<file path="config.mk">
export PLATFORM = sky130hd
export DESIGN_NAME = text_line_scheduler_flat
export DESIGN_NICKNAME = d
export VERILOG_FILES = /design/src/rtl/text_line_scheduler_if.sv /design/src/rtl/text_line_scheduler.sv /design/src/flat_wrapper.sv
export SDC_FILE = /design/constraint.sdc
export NUM_CORES = 1
export LEC_CHECK = 0
export CORE_ASPECT_RATIO = 2
export CORE_MARGIN = 5
export CORE_UTILIZATION = 43
export CTS_CLUSTER_DIAMETER = 40
export CTS_CLUSTER_SIZE = 16
export DETAILED_ROUTE_END_ITERATION = 7
export GPL_TIMING_DRIVEN = 1
export MAX_ROUTING_LAYER = met4
export PLACE_DENSITY = 0.68
export SLEW_MARGIN = 15
export SYNTH_ARGS = -nofsm -noshare
export SYNTH_HDL_FRONTEND = slang
export SYNTH_SLANG_ARGS = --single-unit
</file>
<file path="constraint.sdc">
create_clock -name clk -period 3.8 [get_ports clk]
set_clock_uncertainty 0.2 [all_clocks]
set_input_delay 0.38 -clock clk [delete_from_list [all_inputs] [get_ports clk]]
set_output_delay 0.38 -clock clk [all_outputs]
set_load 0.02 [all_outputs]
</file>
<file path="src/rtl/text_line_scheduler_if.sv">
// Label-request and renderer-side signals of text_line_scheduler.
// slot_blink exists only when TEXT_SCHED_BLINK_EN is defined.
interface text_line_scheduler_if #(
  parameter int unsigned NSLOT         = 4,
  parameter int unsigned STRING_LENGTH = 9
);
  logic [NSLOT-1:0]                 slot_req;
  logic [NSLOT*STRING_LENGTH*8-1:0] slot_string;
  logic [NSLOT*6-1:0]               slot_numchar;
  logic [NSLOT*11-1:0]              slot_x;
  logic [NSLOT*10-1:0]              slot_y;
  logic [NSLOT-1:0]                 slot_ack;
`ifdef TEXT_SCHED_BLINK_EN
  logic [NSLOT-1:0]                 slot_blink;
`endif
  logic [STRING_LENGTH*8-1:0]       r_string;
  logic [5:0]                       r_numchar;
  logic [10:0]                      r_x;
  logic [9:0]                       r_y;
  logic                             r_ready;
  logic                             r_custom;
  logic [2:0]                       r_slot;

`ifdef TEXT_SCHED_BLINK_EN
  modport master (
    output slot_req, slot_string, slot_numchar, slot_x, slot_y, slot_blink,
    input  slot_ack, r_string, r_numchar, r_x, r_y, r_ready, r_custom, r_slot
  );
  modport slave (
    input  slot_req, slot_string, slot_numchar, slot_x, slot_y, slot_blink,
    output slot_ack, r_string, r_numchar, r_x, r_y, r_ready, r_custom, r_slot
  );
`else
  modport master (
    output slot_req, slot_string, slot_numchar, slot_x, slot_y,
    input  slot_ack, r_string, r_numchar, r_x, r_y, r_ready, r_custom, r_slot
  );
  modport slave (
    input  slot_req, slot_string, slot_numchar, slot_x, slot_y,
    output slot_ack, r_string, r_numchar, r_x, r_y, r_ready, r_custom, r_slot
  );
`endif
endinterface

</file>
<file path="src/rtl/text_line_scheduler.sv">
// Shares one text render path among NSLOT labels: loads labels in vblank, picks one per line.
// Optional blink support via TEXT_SCHED_BLINK_EN (per-slot blink bit, 64-frame counter).
module text_line_scheduler #(
  parameter int unsigned NSLOT         = 4,
  parameter int unsigned STRING_LENGTH = 9,
  parameter int unsigned CHAR_H        = 17,
  parameter int unsigned HACTIVE       = 1024,
  parameter int unsigned VACTIVE       = 768,
  parameter int unsigned VTOTAL        = 806
) (
  input  logic                        clk,
  input  logic                        rst_n,
  input  logic [10:0]                 hcount,
  input  logic [9:0]                  vcount,
  text_line_scheduler_if.slave        bus
);
  localparam int unsigned SW = STRING_LENGTH * 8;
  localparam int unsigned IW = (NSLOT > 1) ? $clog2(NSLOT) : 1;
  localparam logic [IW-1:0] LastIdx = IW'(NSLOT - 1);

  typedef enum logic [1:0] {StIdle, StLoad, StScan, StIssue} state_e;

  state_e             state_q, state_d;
  logic [IW-1:0]      rr_q, rr_d;
  logic [IW-1:0]      idx_q, idx_d;
  logic [IW-1:0]      win_q, win_d;
  logic               found_q, found_d;
  logic [9:0]         nl_q, nl_d;

  logic [NSLOT-1:0]   valid_q, valid_d;
  logic [SW-1:0]      str_q [NSLOT];
  logic [SW-1:0]      str_d [NSLOT];
  logic [5:0]         nc_q [NSLOT];
  logic [5:0]         nc_d [NSLOT];
  logic [10:0]        x_q [NSLOT];
  logic [10:0]        x_d [NSLOT];
  logic [9:0]         y_q [NSLOT];
  logic [9:0]         y_d [NSLOT];

  logic [NSLOT-1:0]   ack_q, ack_d;
  logic [SW-1:0]      r_string_q, r_string_d;
  logic [5:0]         r_numchar_q, r_numchar_d;
  logic [10:0]        r_x_q, r_x_d;
  logic [9:0]         r_y_q, r_y_d;
  logic               r_ready_q, r_ready_d;
  logic               r_custom_q, r_custom_d;
  logic [2:0]         r_slot_q, r_slot_d;

  logic               in_vblank;
  logic               line_start;
  logic [NSLOT-1:0]   elig;
  logic [NSLOT-1:0]   hit;
  logic [IW-1:0]      grant;
  logic               grant_vld;

`ifdef TEXT_SCHED_BLINK_EN
  logic [NSLOT-1:0]   blink_q, blink_d;
  logic [5:0]         frame_q, frame_d;
  logic [9:0]         vprev_q;

  assign elig    = valid_q & ~(blink_q & {NSLOT{frame_q[5]}});
  assign frame_d = (vcount == 10'(VACTIVE) && vprev_q != 10'(VACTIVE)) ? frame_q + 6'd1 : frame_q;
`else
  assign elig = valid_q;
`endif

  assign in_vblank  = vcount >= 10'(VACTIVE);
  // The last vblank line also schedules, so line 0 gets its label.
  assign line_start = (hcount == 11'(HACTIVE)) &&
                      (vcount < 10'(VACTIVE) || vcount == 10'(VTOTAL - 1));

  // 11-bit compare keeps y + CHAR_H from wrapping.
  always_comb begin
    hit = '0;
    for (int i = 0; i < int'(NSLOT); i++) begin
      hit[i] = elig[i] && ({1'b0, y_q[i]} <= {1'b0, nl_q}) &&
               ({1'b0, nl_q} < {1'b0, y_q[i]} + 11'(CHAR_H));
    end
  end

  always_comb begin
    grant     = rr_q;
    grant_vld = 1'b0;
    for (int k = 0; k < int'(NSLOT); k++) begin
      if (!grant_vld && bus.slot_req[(int'(rr_q) + k) % int'(NSLOT)]) begin
        grant_vld = 1'b1;
        grant     = IW'((int'(rr_q) + k) % int'(NSLOT));
      end
    end
  end

  always_comb begin
    state_d     = state_q;
    rr_d        = rr_q;
    idx_d       = idx_q;
    win_d       = win_q;
    found_d     = found_q;
    nl_d        = nl_q;
    valid_d     = valid_q;
    str_d       = str_q;
    nc_d        = nc_q;
    x_d         = x_q;
    y_d         = y_q;
    ack_d       = '0;
    r_string_d  = r_string_q;
    r_numchar_d = r_numchar_q;
    r_x_d       = r_x_q;
    r_y_d       = r_y_q;
    r_ready_d   = 1'b0;
    r_custom_d  = 1'b1;
    r_slot_d    = r_slot_q;
`ifdef TEXT_SCHED_BLINK_EN
    blink_d     = blink_q;
`endif

    case (state_q)
      StIdle: begin
        if (in_vblank && |bus.slot_req) begin
          state_d = StLoad;
        end else if (line_start) begin
          state_d = StScan;
          nl_d    = (vcount == 10'(VTOTAL - 1)) ? 10'd0 : vcount + 10'd1;
          idx_d   = '0;
          win_d   = '0;
          found_d = 1'b0;
        end
      end
      StLoad: begin
        // A request dropped before this edge, or vblank already over, loads nothing.
        if (in_vblank && grant_vld) begin
          str_d[grant]   = bus.slot_string[int'(grant)*SW +: SW];
          nc_d[grant]    = bus.slot_numchar[int'(grant)*6 +: 6];
          x_d[grant]     = bus.slot_x[int'(grant)*11 +: 11];
          y_d[grant]     = bus.slot_y[int'(grant)*10 +: 10];
          valid_d[grant] = bus.slot_numchar[int'(grant)*6 +: 6] != 6'd0;
`ifdef TEXT_SCHED_BLINK_EN
          blink_d[grant] = bus.slot_blink[grant];
`endif
          ack_d[grant]   = 1'b1;
          rr_d           = (grant == LastIdx) ? '0 : grant + 1'b1;
        end
        state_d = StIdle;
      end
      StScan: begin
        if (!found_q && hit[idx_q]) begin
          found_d = 1'b1;
          win_d   = idx_q;
        end
        if (idx_q == LastIdx) begin
          state_d = StIssue;
        end else begin
          idx_d = idx_q + 1'b1;
        end
      end
      StIssue: begin
        r_ready_d = 1'b1;
        if (found_q) begin
          r_string_d  = str_q[win_q];
          r_numchar_d = nc_q[win_q];
          r_x_d       = x_q[win_q];
          r_y_d       = y_q[win_q];
          r_slot_d    = 3'(win_q);
        end else begin
          r_numchar_d = 6'd0;
          r_slot_d    = 3'd7;
        end
        state_d = StIdle;
      end
      default: state_d = StIdle;
    endcase
  end

  always_ff @(posedge clk or negedge rst_n) begin
    if (!rst_n) begin
      state_q     <= StIdle;
      rr_q        <= '0;
      idx_q       <= '0;
      win_q       <= '0;
      found_q     <= 1'b0;
      nl_q        <= '0;
      valid_q     <= '0;
      for (int i = 0; i < int'(NSLOT); i++) begin
        str_q[i] <= '0;
        nc_q[i]  <= '0;
        x_q[i]   <= '0;
        y_q[i]   <= '0;
      end
      ack_q       <= '0;
      r_string_q  <= '0;
      r_numchar_q <= '0;
      r_x_q       <= '0;
      r_y_q       <= '0;
      r_ready_q   <= 1'b0;
      r_custom_q  <= 1'b0;
      r_slot_q    <= 3'd7;
`ifdef TEXT_SCHED_BLINK_EN
      blink_q     <= '0;
      frame_q     <= '0;
      vprev_q     <= '0;
`endif
    end else begin
      state_q     <= state_d;
      rr_q        <= rr_d;
      idx_q       <= idx_d;
      win_q       <= win_d;
      found_q     <= found_d;
      nl_q        <= nl_d;
      valid_q     <= valid_d;
      str_q       <= str_d;
      nc_q        <= nc_d;
      x_q         <= x_d;
      y_q         <= y_d;
      ack_q       <= ack_d;
      r_string_q  <= r_string_d;
      r_numchar_q <= r_numchar_d;
      r_x_q       <= r_x_d;
      r_y_q       <= r_y_d;
      r_ready_q   <= r_ready_d;
      r_custom_q  <= r_custom_d;
      r_slot_q    <= r_slot_d;
`ifdef TEXT_SCHED_BLINK_EN
      blink_q     <= blink_d;
      frame_q     <= frame_d;
      vprev_q     <= vcount;
`endif
    end
  end

  assign bus.slot_ack  = ack_q;
  assign bus.r_string  = r_string_q;
  assign bus.r_numchar = r_numchar_q;
  assign bus.r_x       = r_x_q;
  assign bus.r_y       = r_y_q;
  assign bus.r_ready   = r_ready_q;
  assign bus.r_custom  = r_custom_q;
  assign bus.r_slot    = r_slot_q;

endmodule
</file>
<file path="src/flat_wrapper.sv">
// flat-port wrapper written by rule: the top's interface ports become plain ports
module text_line_scheduler_flat 
#(
  parameter int unsigned NSLOT         = 4,
  parameter int unsigned STRING_LENGTH = 9,
  parameter int unsigned CHAR_H        = 17,
  parameter int unsigned HACTIVE       = 1024,
  parameter int unsigned VACTIVE       = 768,
  parameter int unsigned VTOTAL        = 806
)
  (clk, rst_n, hcount, vcount, bus_slot_req, bus_slot_string, bus_slot_numchar, bus_slot_x, bus_slot_y, bus_slot_ack, bus_r_string, bus_r_numchar, bus_r_x, bus_r_y, bus_r_ready, bus_r_custom, bus_r_slot);
  text_line_scheduler_if #(.NSLOT(NSLOT), .STRING_LENGTH(STRING_LENGTH)) bus_i ();
  input  logic clk;
  input  logic rst_n;
  input  logic [10:0] hcount;
  input  logic [9:0] vcount;
  input wire logic [$bits(bus_i.slot_req)-1:0] bus_slot_req;
  input wire logic [$bits(bus_i.slot_string)-1:0] bus_slot_string;
  input wire logic [$bits(bus_i.slot_numchar)-1:0] bus_slot_numchar;
  input wire logic [$bits(bus_i.slot_x)-1:0] bus_slot_x;
  input wire logic [$bits(bus_i.slot_y)-1:0] bus_slot_y;
  output wire logic [$bits(bus_i.slot_ack)-1:0] bus_slot_ack;
  output wire logic [$bits(bus_i.r_string)-1:0] bus_r_string;
  output wire logic [$bits(bus_i.r_numchar)-1:0] bus_r_numchar;
  output wire logic [$bits(bus_i.r_x)-1:0] bus_r_x;
  output wire logic [$bits(bus_i.r_y)-1:0] bus_r_y;
  output wire logic [$bits(bus_i.r_ready)-1:0] bus_r_ready;
  output wire logic [$bits(bus_i.r_custom)-1:0] bus_r_custom;
  output wire logic [$bits(bus_i.r_slot)-1:0] bus_r_slot;
  assign bus_i.slot_req = bus_slot_req;
  assign bus_i.slot_string = bus_slot_string;
  assign bus_i.slot_numchar = bus_slot_numchar;
  assign bus_i.slot_x = bus_slot_x;
  assign bus_i.slot_y = bus_slot_y;
  assign bus_slot_ack = bus_i.slot_ack;
  assign bus_r_string = bus_i.r_string;
  assign bus_r_numchar = bus_i.r_numchar;
  assign bus_r_x = bus_i.r_x;
  assign bus_r_y = bus_i.r_y;
  assign bus_r_ready = bus_i.r_ready;
  assign bus_r_custom = bus_i.r_custom;
  assign bus_r_slot = bus_i.r_slot;
  text_line_scheduler #(.NSLOT(NSLOT), .STRING_LENGTH(STRING_LENGTH), .CHAR_H(CHAR_H), .HACTIVE(HACTIVE), .VACTIVE(VACTIVE), .VTOTAL(VTOTAL)) u_core (.clk(clk), .rst_n(rst_n), .hcount(hcount), .vcount(vcount), .bus(bus_i));
endmodule
</file>
Word-level counts from Yosys, hierarchy flattened. Index checks and enable logic that the tools add are counted.

Output and inout bits: 108. Memories: 0. Bits of input ports: 423. Bits in registers: 527. ROM bits: 0. RAM bits: 0. Latch bits: 0. Word-level logic and storage cells: 192.

Div/mod/pow operators: 0. $lt $le $gt $ge: 20. Bitwise operators: 6. Mux-type cells: 68. Reductions and logical operators: 36. Eq/ne operators: 13. Multiply operators: 4. Add/subtract/negate cells: 10. Shift operators: 4.

Operators with widths (number): 288-bit bitwise mux (1); 288-bit by 10-bit indexed part select with 72-bit output (1); 72-bit two-way mux (3); 72-bit binary-select mux with 2-bit select (1); 72-bit demux with 2-bit select (1); 10-bit by 5-bit adder with 11-bit output, second input constant (4); 44-bit bitwise mux (1); 10-bit by 11-bit less-than comparator with 1-bit output (4); 44-bit by 32-bit indexed part select with 11-bit output (1); 40-bit bitwise mux (1); 10-bit less-or-equal comparator (4); 10-bit two-way mux (4); 40-bit by 32-bit indexed part select with 10-bit output (1); 11-bit two-way mux (3); 24-bit by 32-bit indexed part select with 6-bit output (1); 24-bit bitwise mux (1); 6-bit two-way mux (4); 11-bit binary-select mux with 2-bit select (1); 11-bit demux with 2-bit select (1); 2-bit two-way mux (11); 10-bit binary-select mux with 2-bit select (1); 10-bit demux with 2-bit select (1); 1-bit logical AND (17); 1-bit two-way mux (17); 43 further kinds (76).

Longest topological paths before layout.
Depth in word-level cells: 20. Depth in mapped cells: 15. Mapped depth without buffers: 13.

Worst setup path after synthesis. Ideal clock, no wire load.

Path kind: register -> register. Start: register u_core.y_q[30] (netlist bit). End: register u_core.win_q[0]. Data arrival time: 2.714 ns. Period minus slack after synthesis: 3.036 ns. Setup slack: 0.764 ns. Data required time: 3.478 ns. Stages on the path, launching flop included: 13. Cells stage by stage: dfrtp_1 > ha_1 > and3_1 > o21ai_0 > nor2_1 > xnor2_1 > ha_1 > a21o_1 > a2111oi_0 > a21oi_1 > o22ai_1 > nand4_1 > a32o_1.

Longest elaborated chain between the ends: 8.

Ends and longest elaborated chain: from (decl) (line text_line_scheduler.sv:37) `logic [9:0] y_q [NSLOT];`; from (signal assigned) (line text_line_scheduler.sv:212) `y_q <= y_d;`; 10-bit by 5-bit adder with 11-bit output or 10-bit less-or-equal comparator (tied branches) (line text_line_scheduler.sv:77, text_line_scheduler.sv:76); 10-bit by 11-bit less-than comparator with 1-bit output or 1-bit logical AND (tied branches) (line text_line_scheduler.sv:77, text_line_scheduler.sv:76); 1-bit logical AND (*) (line text_line_scheduler.sv:76) `hit[i] = elig[i] && ({1'b0, y_q[i]} <= {1'b0, nl_q}) &&`; 1-bit binary-select mux with 2-bit select (*) (line text_line_scheduler.sv:145) `if (!found_q && hit[idx_q]) begin`; 1-bit two-way mux (not written as such) (*) (line text_line_scheduler.sv:145); 1-bit logical AND (*) (line text_line_scheduler.sv:145); 2-bit by 1-bit != test with 1-bit output (no line) (*); 4-bit AND reduction (no line) (*); to (signal assigned) (line text_line_scheduler.sv:205) `win_q <= win_d;`; to (decl) (line text_line_scheduler.sv:26) `logic [IW-1:0] win_q, win_d;`.

Every way passes the cells marked *; elsewhere a longest branch is shown, timed or not. The select of a mux whose other input is x is not followed. A chain may end at the register's enable or synchronous reset.

Final worst setup path.
Start: register u_core.y_q[31] (netlist bit). End: register u_core.win_q[0].

Same word-level chain as after synthesis.

==> impl_metrics.tcl <==
set metrics [dict create \
    syn_nets 3513 \
    peakVddDrop_mv 0.468 \
    crit_start "u_core.y_q[31]" \
    synth.avg_cell_area_um2 9.08 \
    clock_sinks 527 \
    wl_per_cell_um 19.4 \
    yosys.area_share.simple_pct 20.4 \
    min_period_over_period_pct 90.6 \
    end_kind "flip-flop" \
    cts_tree "yes" \
    slew_violations 0 \
    synthCells 2999 \
    multi_input_area_mm2 0.0130 \
    startpoint_type "flip-flop" \
    worstMarginPinSlew_ns 0.926 \
    placed_area_mm2 0.0335 \
    vias 22700 \
    synth_warnings 0 \
    first_pass_iters 5 \
    post_drt_via_cell_ratio 5.32 \
    syn_area_mm2 0.0272 \
    clock_latency_ns 0.58 \
    ios 531 \
    synth_seq_cells 527 \
    synthDistinctLibCells 62 \
    final_area_mm2 0.0349 \
    setup_viol 0 \
    grt_setup_unrepaired "no" \
    crit_fanout 6 \
    fp.coreArea_mm2 0.0628 \
    status "complete, no violations" \
    seq_area_frac_synth_pct 48.4 \
    dieWidth_um 188 \
    clock.fmax_mhz 290 \
    drtIter0Drc 1185 \
    cts_buffers 46 \
    cts-root-buf "clkbuf_16" \
    setup_tns_ns 0 \
    fin_nets 3969 \
    cts_resized 0 \
    first_global_vias 23100 \
    gp_congestion 1.01 \
    regArea_mm2 0.0132 \
    power.density_mw_per_mm2 602 \
    hp-class "primary input to asynchronous set/reset pin" \
    grt.total_usage_pct 24.2 \
    postCtsSetupBuffers 0 \
    rows 130 \
    worstRegToRegCells 12 \
    initial_core_util_pct 43.4 \
    dieArea_mm2 0.0688 \
    overflow 0 \
    syn_to_final_growth_pct 28.3 \
    dpl.hpwl_um 59600 \
    grt_pass1_wl_um 129000 \
    drive_above_1_share_pct 9.33 \
    required_ns 4.06 \
    hold_violations 0 \
    path_class "flip-flop to flip-flop" \
    fill_cells 5686 \
    relSlewSlack_pct 38.3 \
    cts_max_path_buffers 3 \
    reg2reg_to "u_core.win_q[0]" \
    whs_ns 0.267 \
    grt_max_degree 102 \
    ys.flop_type "dfrtp_1" \
    synthXorXnorAreaFrac_pct 1.29 \
    fin_util_pct 55.6 \
    clk_pin_slew_worst_paths_ns 0.07 \
    io_buffers 530 \
    hold_buffers 1 \
    ant_nets 0 \
    layout_min_cycle_time_ns 3.44 \
    htree_levels 2 \
    regToRegStartpoint "u_core.y_q[31]" \
    synthArstFlopShare_pct 100 \
    antenna_found_initial 2 \
    ff2ff_setup_slack_ns 0.36 \
    crit_arrival_ns 3.70 \
    cap_viol_max_count 0 \
    synth_enable_flop_cells 0 \
    synth_top_family_by_area "simple AND/OR/NAND/NOR gates" \
    die_h_um 366 \
    routed_wl_um 82800 \
    leakage_nw 16.1 \
    synth_compound_area_share_pct 12.6 \
    synthAdderAreaFrac_pct 4.18 \
    synth.area.mux_share_pct 8.92 \
    drc 0 \
]
per-layer routing:
layer	wire, um	track usage (%)	vias up
met1	32000	27.5	10800
met4	3290	8.83	0
met5	0	-	-
met2	42900	43.0	689
met3	4640	4.09	177
li1	-	-	11100
cell type report:
cell class / count / area share (%)
clock buffer: 56 / 3.52
inverter: 37 / 0.412
sequential: 527 / 37.8
timing repair buffer: 601 / 17.7
antenna: 2 / 0.0143
tap: 792 / 2.84
clock inverter: 19 / 0.623
multi-input combinational: 2242 / 37.1
synth_stat cells (all sizes together), types with 5 or more instances:
library cell | count | share of area (%)
a211oi | 7 | 0.19
a21o | 9 | 0.25
a21oi | 30 | 0.57
a22o | 6 | 0.19
a31oi | 5 | 0.11
and3 | 7 | 0.16
buf | 91 | 2.2
clkbuf | 102 | 1.4
dfrtp | 524 | 48
ha | 91 | 4.2
inv | 36 | 0.50
mux2 | 7 | 0.29
mux2i | 12 | 0.44
mux4 | 99 | 8.2
nand2 | 1178 | 16
nand3 | 103 | 1.9
nand3b | 5 | 0.14
nand4 | 19 | 0.44
nor2 | 33 | 0.45
nor2b | 9 | 0.21
nor3 | 8 | 0.15
o21ai | 522 | 10
xnor2 | 12 | 0.39
xor2 | 28 | 0.90
power breakdown:
group	leakage (nW)	switching (W)	internal, W
Clock	0.698	0.00218	0.00248
Sequential	7.00	0.00127	0.00739
Combinational	8.40	0.00452	0.00317
worst max-delay path by stage:
stage,endpoint,slack (ns)
final,u_core.win_q[0],0.36
after global routing,u_core.win_q[0],0.19
after CTS,u_core.win_q[0],0.37
after detailed placement,u_core.win_q[0],0.39
after global placement,u_core.win_q[0],0.44
after floorplan,u_core.win_q[0],0.76
cell usage in the layout, fill, tap and decap left out, drive strengths merged, types with 30 or more instances in the layout:
cell,n
ha,91
o21ai,522
mux4,99
clkdlybuf4s50,529
inv,44
nand2,1178
dfrtp,524
clkbuf,56
nor2,33
nand3,103
buf,71
a21oi,30
critical path, stage by stage, from the launching register on:
cell       delay, ns
dfrtp_1         0.44
ha_1            0.23
and3_1          0.24
o21ai_0         0.32
nor2_1          0.09
xnor2_1         0.14
ha_1            0.29
a21o_1          0.15
a2111oi_0       0.39
a21oi_1         0.13
o22ai_1         0.26
nand4_1         0.16
a32o_1          0.29
registers in the layout, summed over array words and instances (netlist names), 2 cells and up:
register and flops:
u_core.bus.r_numchar 6, u_core.bus.r_slot 3, u_core.bus.r_string 72, u_core.bus.r_x 11, u_core.bus.r_y 10, u_core.bus.slot_ack 4, u_core.elig 4, u_core.idx_q 2
u_core.nc_q 24, u_core.nl_q 10, u_core.rr_q 2, u_core.state_q 2, u_core.str_q 288, u_core.win_q 2, u_core.x_q 44, u_core.y_q 40
metrics by stage:
step | std cells | total power, W | worst slack (ns)
after global routing | 4276 | 0.0225 | 0.187
after floorplan | 2999 | 0.0138 | 0.764
after CTS | 4274 | 0.0212 | 0.368
after global placement | 4198 | 0.0163 | 0.437
final | 4276 | 0.0210 | 0.357
after detailed placement | 4198 | 0.0165 | 0.394
cell families after synthesis:
group | Yosys count
other cells | 1
xor+xnor | 40
simple gates | 1384
buf+inv | 230
flops | 527
compound gates | 608
mux | 118
fa+ha+maj | 91
Power figures use the tool's default switching activity.
